File: config.mk
export PLATFORM = sky130hd
export DESIGN_NAME = clk_div_multi
export DESIGN_NICKNAME = d
export VERILOG_FILES = /design/src/rtl/clk_div_multi.sv
export SDC_FILE = /design/constraint.sdc
export NUM_CORES = 1
export LEC_CHECK = 0
export CAP_MARGIN = 20
export CORE_MARGIN = 2
export CORE_UTILIZATION = 45
export DETAILED_ROUTE_END_ITERATION = 8
export SYNTH_ARGS = -nofsm -noshare
export SYNTH_HDL_FRONTEND = slang
export SYNTH_SLANG_ARGS = --single-unit
File: constraint.sdc
create_clock -name basys_clk -period 2.8 [get_ports basys_clk]
set_input_delay 0.84 -clock basys_clk [delete_from_list [all_inputs] [get_ports basys_clk]]
set_output_delay 0.84 -clock basys_clk [all_outputs]
set_load 0.005 [all_outputs]
File: src/rtl/clk_div_multi.sv
`default_nettype none
// ============================================================================
// Module   : clk_div_multi
// Purpose  : NUM_CH independent square-wave dividers running from basys_clk.
//            Each channel has its own runtime-programmable half-period H,
//            which gives an output period of 2*(H+1) cycles at 50% duty.
//            A one-cycle tick marks every rising edge of a channel's output.
//            New half-periods arrive through a valid/ready port. They wait in
//            a per-channel shadow register and are applied without glitches.
//
// Ports    : basys_clk  in   system clock, all logic on its rising edge
//            reset_n    in   asynchronous active-low reset
//            en         in   [NUM_CH]  per-channel run enable
//            sync       in   phase-align strobe (CLKDIV_PHASE_SYNC_EN only)
//            cfg_valid  in   config request
//            cfg_ready  out  config accept (combinational)
//            cfg_ch     in   [CH_W]   target channel of the request
//            cfg_half   in   [CNT_W]  new half-period value
//            clk_out    out  [NUM_CH] divided square wave, registered
//            tick       out  [NUM_CH] pulse on each 0->1 of clk_out, registered
//
// Options  : `define CLKDIV_PHASE_SYNC_EN adds the sync input. When sync is
//            high at an edge, every channel restarts from phase zero at the
//            same time.
//
// Revision : 1.0  initial multi-channel release (replaces fixed 400 Hz divider)
// ============================================================================
module clk_div_multi #(
  parameter int                 NUM_CH       = 4,
  parameter int                 CH_W         = 2,
  parameter int                 CNT_W        = 32,
  parameter logic [CNT_W-1:0]   DEFAULT_HALF = CNT_W'(124999)
) (
  input  logic                basys_clk,
  input  logic                reset_n,
  input  logic [NUM_CH-1:0]   en,
`ifdef CLKDIV_PHASE_SYNC_EN
  input  logic                sync,
`endif
  input  logic                cfg_valid,
  output logic                cfg_ready,
  input  logic [CH_W-1:0]     cfg_ch,
  input  logic [CNT_W-1:0]    cfg_half,
  output logic [NUM_CH-1:0]   clk_out,
  output logic [NUM_CH-1:0]   tick
);

  // Shadow-occupied flags gathered from every channel, plus handshake decode.
  logic [NUM_CH-1:0] w_pend_valid;
  logic              w_cfg_ready;
  logic [NUM_CH-1:0] w_xfer;

  // A channel with a reload already waiting cannot take another one.
  // Out-of-range channel numbers are always accepted and then discarded,
  // so a bad address can never stall the config port.
  always_comb begin
    w_cfg_ready = 1'b1;
    for (int i = 0; i < NUM_CH; i++) begin
      if (cfg_ch == CH_W'(i)) begin
        w_cfg_ready = ~w_pend_valid[i];
      end
    end
  end

  assign cfg_ready = w_cfg_ready;

  // Per-channel write strobe into the shadow register. No channel matches an
  // out-of-range cfg_ch, which gives the discard behaviour.
  always_comb begin
    w_xfer = '0;
    for (int i = 0; i < NUM_CH; i++) begin
      w_xfer[i] = cfg_valid && w_cfg_ready && (cfg_ch == CH_W'(i));
    end
  end

  for (genvar gi = 0; gi < NUM_CH; gi++) begin : g_ch
    logic [CNT_W-1:0] r_count;
    logic [CNT_W-1:0] r_half;
    logic [CNT_W-1:0] r_pend;
    logic             r_pend_valid;
    logic             r_clk;
    logic             r_tick;
    logic             w_wrap;

    // The counter stays within 0..r_half. r_half only changes at a wrap
    // (count returns to 0) or while the counter is held at 0, so equality is
    // enough and no count can ever be left stranded above the limit.
    assign w_wrap = (r_count == r_half);

    always_ff @(posedge basys_clk or negedge reset_n) begin
      if (!reset_n) begin
        r_count      <= '0;
        r_half       <= DEFAULT_HALF;
        r_pend       <= '0;
        r_pend_valid <= 1'b0;
        r_clk        <= 1'b0;
        r_tick       <= 1'b0;
      end else begin
`ifdef CLKDIV_PHASE_SYNC_EN
        // Phase alignment overrides both enable and wrap. Nothing is running,
        // so a waiting reload can be applied safely.
        if (sync) begin
          r_count <= '0;
          r_clk   <= 1'b0;
          r_tick  <= 1'b0;
          if (r_pend_valid) begin
            r_half       <= r_pend;
            r_pend_valid <= 1'b0;
          end
        end else
`endif
        if (!en[gi]) begin
          // Held idle. A reload lands immediately because no period is in
          // progress.
          r_count <= '0;
          r_clk   <= 1'b0;
          r_tick  <= 1'b0;
          if (r_pend_valid) begin
            r_half       <= r_pend;
            r_pend_valid <= 1'b0;
          end
        end else if (w_wrap) begin
          // End of a half-period. This is the only point where a running
          // channel swaps in a new half-period, so the period in progress
          // always finishes with the old value.
          r_count <= '0;
          r_clk   <= ~r_clk;
          r_tick  <= ~r_clk;
          if (r_pend_valid) begin
            r_half       <= r_pend;
            r_pend_valid <= 1'b0;
          end
        end else begin
          r_count <= r_count + CNT_W'(1);
          r_tick  <= 1'b0;
        end

        // A transfer needs r_pend_valid low beforehand, so it never conflicts
        // with the clears above. If it coincides with a wrap, the value only
        // reaches the shadow here and takes effect at the following wrap.
        if (w_xfer[gi]) begin
          r_pend       <= cfg_half;
          r_pend_valid <= 1'b1;
        end
      end
    end

    assign w_pend_valid[gi] = r_pend_valid;
    assign clk_out[gi]      = r_clk;
    assign tick[gi]         = r_tick;
  end

endmodule
`default_nettype wire

==> summary.md, run 1 <==
| Metric | Value |
|---|---|
| Run status | complete, no violations |
| Max Fclk | 379 MHz |
| Syn avg cell area | 10.5 um2 |
| Post-DP HPWL | 32700 um |
| Root Buffer | clkbuf_16 |
| Io pins | 50 |
| Post-synthesis mux area share | 7.50% |
| Area delta synth->final | 14.4% |
| Vias post-DR | 14046 |
| Die Y | 212 um |
| Hold Fails Final Rpt | 0 |
| Worst Setup End Kind | primary output |
| Pwr/cell area | 668 nW/um2 |
| CTS sink count | 396 |
| WL final | 50500 um |
| Die width | 212 um |
| Core region area | 43000 um2 |
| VDD IR max | 0.466 mV |
| Tmin final | 2.64 ns |
| Critical path data required time | 1.96 ns |
| Max-slew violations | 0 |
| Pwr Total | 14.9 mW |
| Area occupied by multi-input gates | 9040 um2 |
| CTS tree | done |
| Reg2Reg Launch Point | g_ch[2].r_half[1] |
| Die Area | 45100 um2 |
| Rel. slew slack | 41.2% |
| Global route overflow | 0 |
| Final worst-path cycle share | 94.2% |
| Avg WL per Cell | 20.2 um |
| H-Tree Depth | 2 |
| Reg-to-reg slack, setup | 0.31 ns |
| Detailed Route Iter0 Violations | 1015 |
| Gp weighted congestion | 0.827 |
| Initial core utilization | 45.4% |
| Most common cell after layout, fill and taps aside | dfrtp_1 |
| Post-synthesis simple-gate area fraction | 16.7% |
| Maxcap violations | 0 |
| # DRC | 0 |
| Worst EP arrival | 1.80 ns |
| Setup-failing EPs final | 0 |
| Vias in the first global route | 14039 |
| Worst-Margin Slew | 0.882 ns |
| Worst R2R Path Depth | 6 |
| Clock Tree Buf Depth | 3 |
| Via density | 5.62 |
| Number of synthesized flops with an enable pin | 0 |
| Pleak | 8.86 nW |
| Nets | 1920 |
| Post-Synth XOR/XNOR Area | 10.9% |
| Worst-path clk slew | 0.06 ns |
| Worst Setup Start Kind | input pin |
| RSZ-0062 raised after global routing | false |
| Share of layout cells above drive strength 1 | 16.1% |
| Detail Route Antenna Nets | 0 |
| GRT Total Usage | 23.1% |
| Asr flop ratio synth | 100% |
| Layout Cells excl Fill | 2498 |
| Initial DRT Pass Iterations | 5 |
| Ys Warns | 0 |
| Commonest non-fill, non-tap cells in the layout | dfrtp_1 (358), o211ai_1 (256), nand2_1 (202), xor2_1 (190), nor2_1 (138) |
| IO buf count | 49 |
| R2R Path End | g_ch[2].r_count[7] |
| Main combinational cell family by area after synthesis | simple AND/OR/NAND/NOR gates |
| Mapped Nets | 1899 |
| Cells after Synth | 1854 |
| Post-Synth Adder-Cell Area | 0.256% |
| Crit path kind | in -> out |
| Clk Latency, worst-skew pair | 0.58 ns |
| Compound-Gate Fraction of Synth Area | 10.8% |
| HP Class | in -> async |
| Register area | 9960 um2 |
| First-pass GRT wire length | 80700 um |
| Num CTS Buffers | 45 |
| Max FO, Critical Path | 2 |
| Rows | 76 |
| Placed cell count | 2413 |
| Synthesized flop and latch total | 396 |
| Setup_tns | 0 ns |
| Post-synth cell types | 43 |
| Largest net degree at the start of global routing | 67 |
| Finished Core Util | 52.0% |
| FILL cells | 3929 |
| Clk_skew | 0.0127 ns |
| Synth Flop Type | dfrtp_1 |
| Antenna violations before repair | 4 |
| Sequential fraction of the synthesis area | 51.0% |
| Cell area after synthesis | 19500 um2 |
[registers in the layout, summed over array words and instances, names as in the netlist]
signal and cells:
g_ch.r_pend_valid 4, g_ch.r_tick 4, g_ch.r_pend 128, g_ch.r_clk 4, g_ch.r_count 128, g_ch.r_half 128
[Yosys cell counts, types with 5 or more instances]
cell | n | area [um2]
a21oi_1 | 6 | 30.0
and2_1 | 7 | 43.8
and3_1 | 19 | 119
and4_1 | 14 | 123
buf_4 | 8 | 60.1
clkbuf_1 | 121 | 454
dfrtp_1 | 360 | 9010
dfstp_2 | 36 | 946
inv_1 | 10 | 37.5
mux2_2 | 128 | 1440
nand2_1 | 202 | 758
nand2b_1 | 96 | 601
nand3_1 | 39 | 195
nand4_1 | 48 | 300
nor2_1 | 138 | 518
nor3_1 | 16 | 80.1
nor4_1 | 47 | 294
nor4b_1 | 5 | 43.8
o211ai_1 | 256 | 1920
o21ai_0 | 12 | 60.1
or3_1 | 10 | 62.6
xnor2_1 | 52 | 455
xor2_1 | 190 | 1660
[how the worst max path moves through the flow]
stage	from	end	slack, ns	depth (start not counted)
after detailed placement	cfg_ch[0]	cfg_ready	-0.46	4
after global routing	cfg_ch[1]	cfg_ready	0.10	4
after floorplan	cfg_ch[0]	g_ch[0].r_pend[10]	0.26	4
after global placement	cfg_ch[0]	cfg_ready	-0.44	4
final	cfg_ch[1]	cfg_ready	0.16	4
after CTS	cfg_ch[1]	cfg_ready	0.03	4
[logic make-up (layout without fill, tap and decap cells)]
group | after synthesis | after routing
multiplexers | 129 | 129
adder cells (fa/ha/maj) | 4 | 4
XOR/XNOR | 242 | 242
flip-flops | 396 | 396
AO/OA/AOI/OAI | 288 | 288
buffers and inverters | 142 | 200
other | 0 | 1
AND/OR/NAND/NOR | 653 | 653
[worst max-delay path: stages]
cell	delay, ns
clkdlybuf4s50_1	0.49
mux4_2	0.29
inv_1	0.07
clkbuf_2	0.11
[metrics by stage]
step | instance area, um2 | hold slack, ns | setup slack (ns)
after floorplan | 19500 | 0.444 | 0.255
after global placement | 20800 | 0.459 | -0.442
after detailed placement | 20800 | 0.476 | -0.460
after CTS | 22300 | 0.183 | 0.0277
after global routing | 22300 | 0.190 | 0.103
final | 22300 | 0.183 | 0.162
[power by group]
group | internal (mW) | switching [mW] | total, mW | leakage (nW)
clock network | 3.52 | 2.43 | 5.95 | 0.732
registers | 6.54 | 0.583 | 7.12 | 4.76
logic | 0.919 | 0.922 | 1.84 | 3.37
[layout make-up]
class,count,share of cell area (%)
sequential,396,44.6
clock buffer,74,6.30
tap,585,3.28
inverter,11,0.185
antenna,1,0.0112
multi-input combinational,1316,40.5
clock inverter,10,0.392
timing repair buffer,105,4.75
[what timing repair did]
action                                  4_1_cts  5_1_grt
resized for setup                             2        2
hold buffers                                  0        0
endpoints found under the setup margin        1        1
setup buffers                                 0        0
[routing by layer]
| layer | global-route usage [%] | part of all wire, % | routed length, um |
|---|---|---|---|
| met4 | 6.44 | 2.4 | 1240 |
| met3 | 3.87 | 4.7 | 2350 |
| met1 | 33.4 | 47 | 23900 |
| met2 | 36.0 | 46 | 23100 |
| met5 | 0 | 0 | 0 |
(Power assumes the default switching activity.)
==> run 2, diff against run 1 <==
Settings changed: CORE_UTILIZATION 45 to 40.
==> run 2 against run 1 <==
  * Core utilization decreased by 5.4 points
  * Count of clock-buffer cells in the layout down 7
  * Routed wire length grew 0.46%
  * Total power increased by 0.48%
  * Die area grew 12%
  * Non-clock buffer count down 7
  * Combinational power barely moved
  * Sequential cell count did not move
  * Final cell count increased by 0.76%
  * Sequential power is essentially flat
  * Critical endpoint unchanged
  * Highest routed layer unchanged
==> summary.md, run 2 (synthesis gave the netlist of run 1 again) <==
| Metric | Value |
|---|---|
| Run status | complete, no violations (unchanged) |
| Crit path kind | in -> out (unchanged) |
| Finished Core Util | 46.5% (was 52.0%) |
| Clk Latency, worst-skew pair | 0.57 ns (was 0.58 ns) |
| Vias post-DR | 13985 (was 14046) |
| GRT Total Usage | 20.5% (was 23.1%) |
| Initial DRT Pass Iterations | 4 (was 5) |
| H-Tree Depth | 2 (unchanged) |
| Register area | 9960 um2 (about the same) |
| CTS sink count | 396 (unchanged) |
| Detailed Route Iter0 Violations | 1018 (was 1015) |
| WL final | 50700 um (was 50500 um) |
| Design area | 22300 um2 (about the same) |
| M1 GR Usage | 29.0% (was 33.4%) |
| HP Class | in -> async (unchanged) |
| RSZ-0062 raised after global routing | false (unchanged) |
| Critical path data required time | 1.96 ns (about the same) |
| Most common cell after layout, fill and taps aside | dfrtp_1 (unchanged) |
| Pleak | 8.82 nW (was 8.86 nW) |
| Area occupied by multi-input gates | 9040 um2 (unchanged) |
| Fin worst setup slack | 0.127 ns (was 0.162 ns) |
| Via density | 5.56 (was 5.62) |
| Post-DP HPWL | 32900 um (was 32700 um) |
| DP Worst Slack | -0.680 ns (was -0.460 ns) |
| Worst-path clk slew | 0.06 ns (about the same) |
| Hold Fails Final Rpt | 0 (unchanged) |
| Most used routing layer | met2 (unchanged) |
| VDD IR max | 0.409 mV (was 0.466 mV) |
| Clock Tree Buf Depth | 3 (unchanged) |
| Cell Area, Placed | 20800 um2 (about the same) |
| Root Buffer | clkbuf_16 (unchanged) |
| Max Fclk | 374 MHz (was 379 MHz) |
| Worst Setup Start Kind | input pin (unchanged) |
| FILL cells | 4470 (was 3929) |
| Int Pwr | 11.1 mW (was 11.0 mW) |
| Global route overflow | 0 (unchanged) |
| Met3 Resource Use GR | 3.01% (was 3.87%) |
| Worst path cell trace | buf_4 > mux4_2 > inv_2 > dlygate4sd2_1 (was clkdlybuf4s50_1 > mux4_2 > inv_1 > clkbuf_2) |
| Sequential power share | 47.6% (was 47.8%) |
| Rows | 80 (was 76) |
| Biggest regs | g_ch.r_count: 128 flops, g_ch.r_half: 128 flops, g_ch.r_pend: 128 flops (unchanged) |
| Share of layout cells above drive strength 1 | 15.7% (was 16.1%) |
| First-pass GRT wire length | 81700 um (was 80700 um) |
| Slowest cell on crit path | mux4_2 (was clkdlybuf4s50_1) |
| Antenna violations before repair | 4 (unchanged) |
| Pwr/cell area | 672 nW/um2 (was 668 nW/um2) |
| Commonest non-fill, non-tap cells in the layout | dfrtp_1 (359), o211ai_1 (256), nand2_1 (202), xor2_1 (190), nor2_1 (138) (was dfrtp_1 (358), o211ai_1 (256), nand2_1 (202), xor2_1 (190), nor2_1 (138)) |
| Grt met2 use | 32.7% (was 36.0%) |
| Rel. slew slack | 50.3% (was 41.2%) |
| Die width | 225 um (was 212 um) |
| Clk_skew | 0.0144 ns (was 0.0127 ns) |
| Max FO, Critical Path | 2 (unchanged) |
| Gp weighted congestion | 0.816 (was 0.827) |
| Pwr Total | 15.0 mW (was 14.9 mW) |
| # DRC | 0 (unchanged) |
| Core region area | 47900 um2 (was 43000 um2) |
| Slowest stage delay, CP | 0.57 ns (was 0.49 ns) |
| Maxcap violations | 0 (unchanged) |
| Io pins | 50 (unchanged) |
| Num CTS Buffers | 44 (was 45) |
| Setup-failing EPs final | 0 (unchanged) |
| IO buf count | 49 (unchanged) |
| Worst Setup End Kind | primary output (unchanged) |
| Tmin final | 2.67 ns (was 2.64 ns) |
| Clk pwr share | 40.1% (was 39.9%) |
| Avg WL per Cell | 20.2 um (about the same) |
| Die Area | 50600 um2 (was 45100 um2) |
| Psw | 3.90 mW (was 3.93 mW) |
| Die Y | 225 um (was 212 um) |
| Setup_tns | 0 ns (unchanged) |
| Nets | 1912 (was 1920) |
| Detail Route Antenna Nets | 0 (unchanged) |
| Initial core utilization | 40.7% (was 45.4%) |
| Area delta synth->final | 14.3% (was 14.4%) |
| Final worst-path cycle share | 95.5% (was 94.2%) |
| Largest net degree at the start of global routing | 76 (was 67) |
| Vias in the first global route | 14154 (was 14039) |
| CTS hold repair buffers | 0 (unchanged) |
| Max-slew violations | 0 (unchanged) |
| Worst EP arrival | 1.83 ns (was 1.80 ns) |
| Sw Ratio | 26.0% (was 26.4%) |
| Worst-Margin Slew | 0.743 ns (was 0.882 ns) |
| CTS tree | done (unchanged) |
| Combinational Power Share | 12.3% (about the same) |
[run 2: cell count changes in the layout (fill, tap and decap cells not counted), sizes merged]
cell           previous run  this run
clkinvlp                  2         1
clkinv                    7         8
bufinv                    1         5
buf                      57        51
clkdlybuf4s50            46        45
inv                      11        10
clkdlybuf4s15             0         1
clkbuf                   75        67
[run 2: layer usage]
layer | vias up | share of wire (%)
met5 | - | 0
met4 | 0 | 2.4
met3 | 69 | 3.8
met2 | 226 | 47
met1 | 7116 | 47
li1 | 6574 | -
[run 2: path summary, 6_finish.rpt]
| check | depth (start not counted) | slack, ns | startpoint | end |
|---|---|---|---|---|
| max | 4 | 0.13 | cfg_ch[0] | cfg_ready |
| min | 1 | 0.21 | reset_n | g_ch[1].r_count[21] |
| max reg2reg | 6 | 0.38 | g_ch[2].r_count[0] | g_ch[2].r_count[28] |
| min reg2reg | 1 | 0.49 | g_ch[2].r_clk | g_ch[2].r_tick |
| max in group asynchronous | 2 | 1.73 | reset_n | g_ch[3].r_half[11] |
| min in group basys_clk | 1 | 0.49 | g_ch[2].r_clk | g_ch[2].r_tick |
[run 2: cell type report]
cell class	count	share of cell area [%]
antenna	1	0.0112
clock buffer	67	5.78
clock inverter	13	0.864
inverter	11	0.185
multi-input combinational	1316	40.5
sequential	396	44.6
tap	615	3.45
timing repair buffer	98	4.53
[run 2: power by group through the flow]
stage,sequential [mW],combinational (mW),clock [mW]
final,7.12,1.84,6.01
after floorplan,7.02,1.31,0
after global placement,7.20,1.80,0
after global routing,7.23,2.07,6.38
after detailed placement,7.23,1.86,0
after CTS,7.13,1.87,6.16
[run 2: what timing repair did]
action / in CTS / in global routing
endpoints found under the setup margin: 1 / 0
buffers inserted: 0 / 0
gates resized for setup: 10 / 0
[run 2: critical path: cells and delay by family]
kind | cells | cell delay (ns)
muxes | 1 | 0.57
buffers and inverters | 3 | 0.42
[run 2: per-stage QoR]
stage,hold WS (ns),cells
floorplan,0.444,1854
global placement,0.461,2436
detailed placement,0.472,2436
CTS,0.198,2516
global route,0.238,2516
finish,0.214,2517
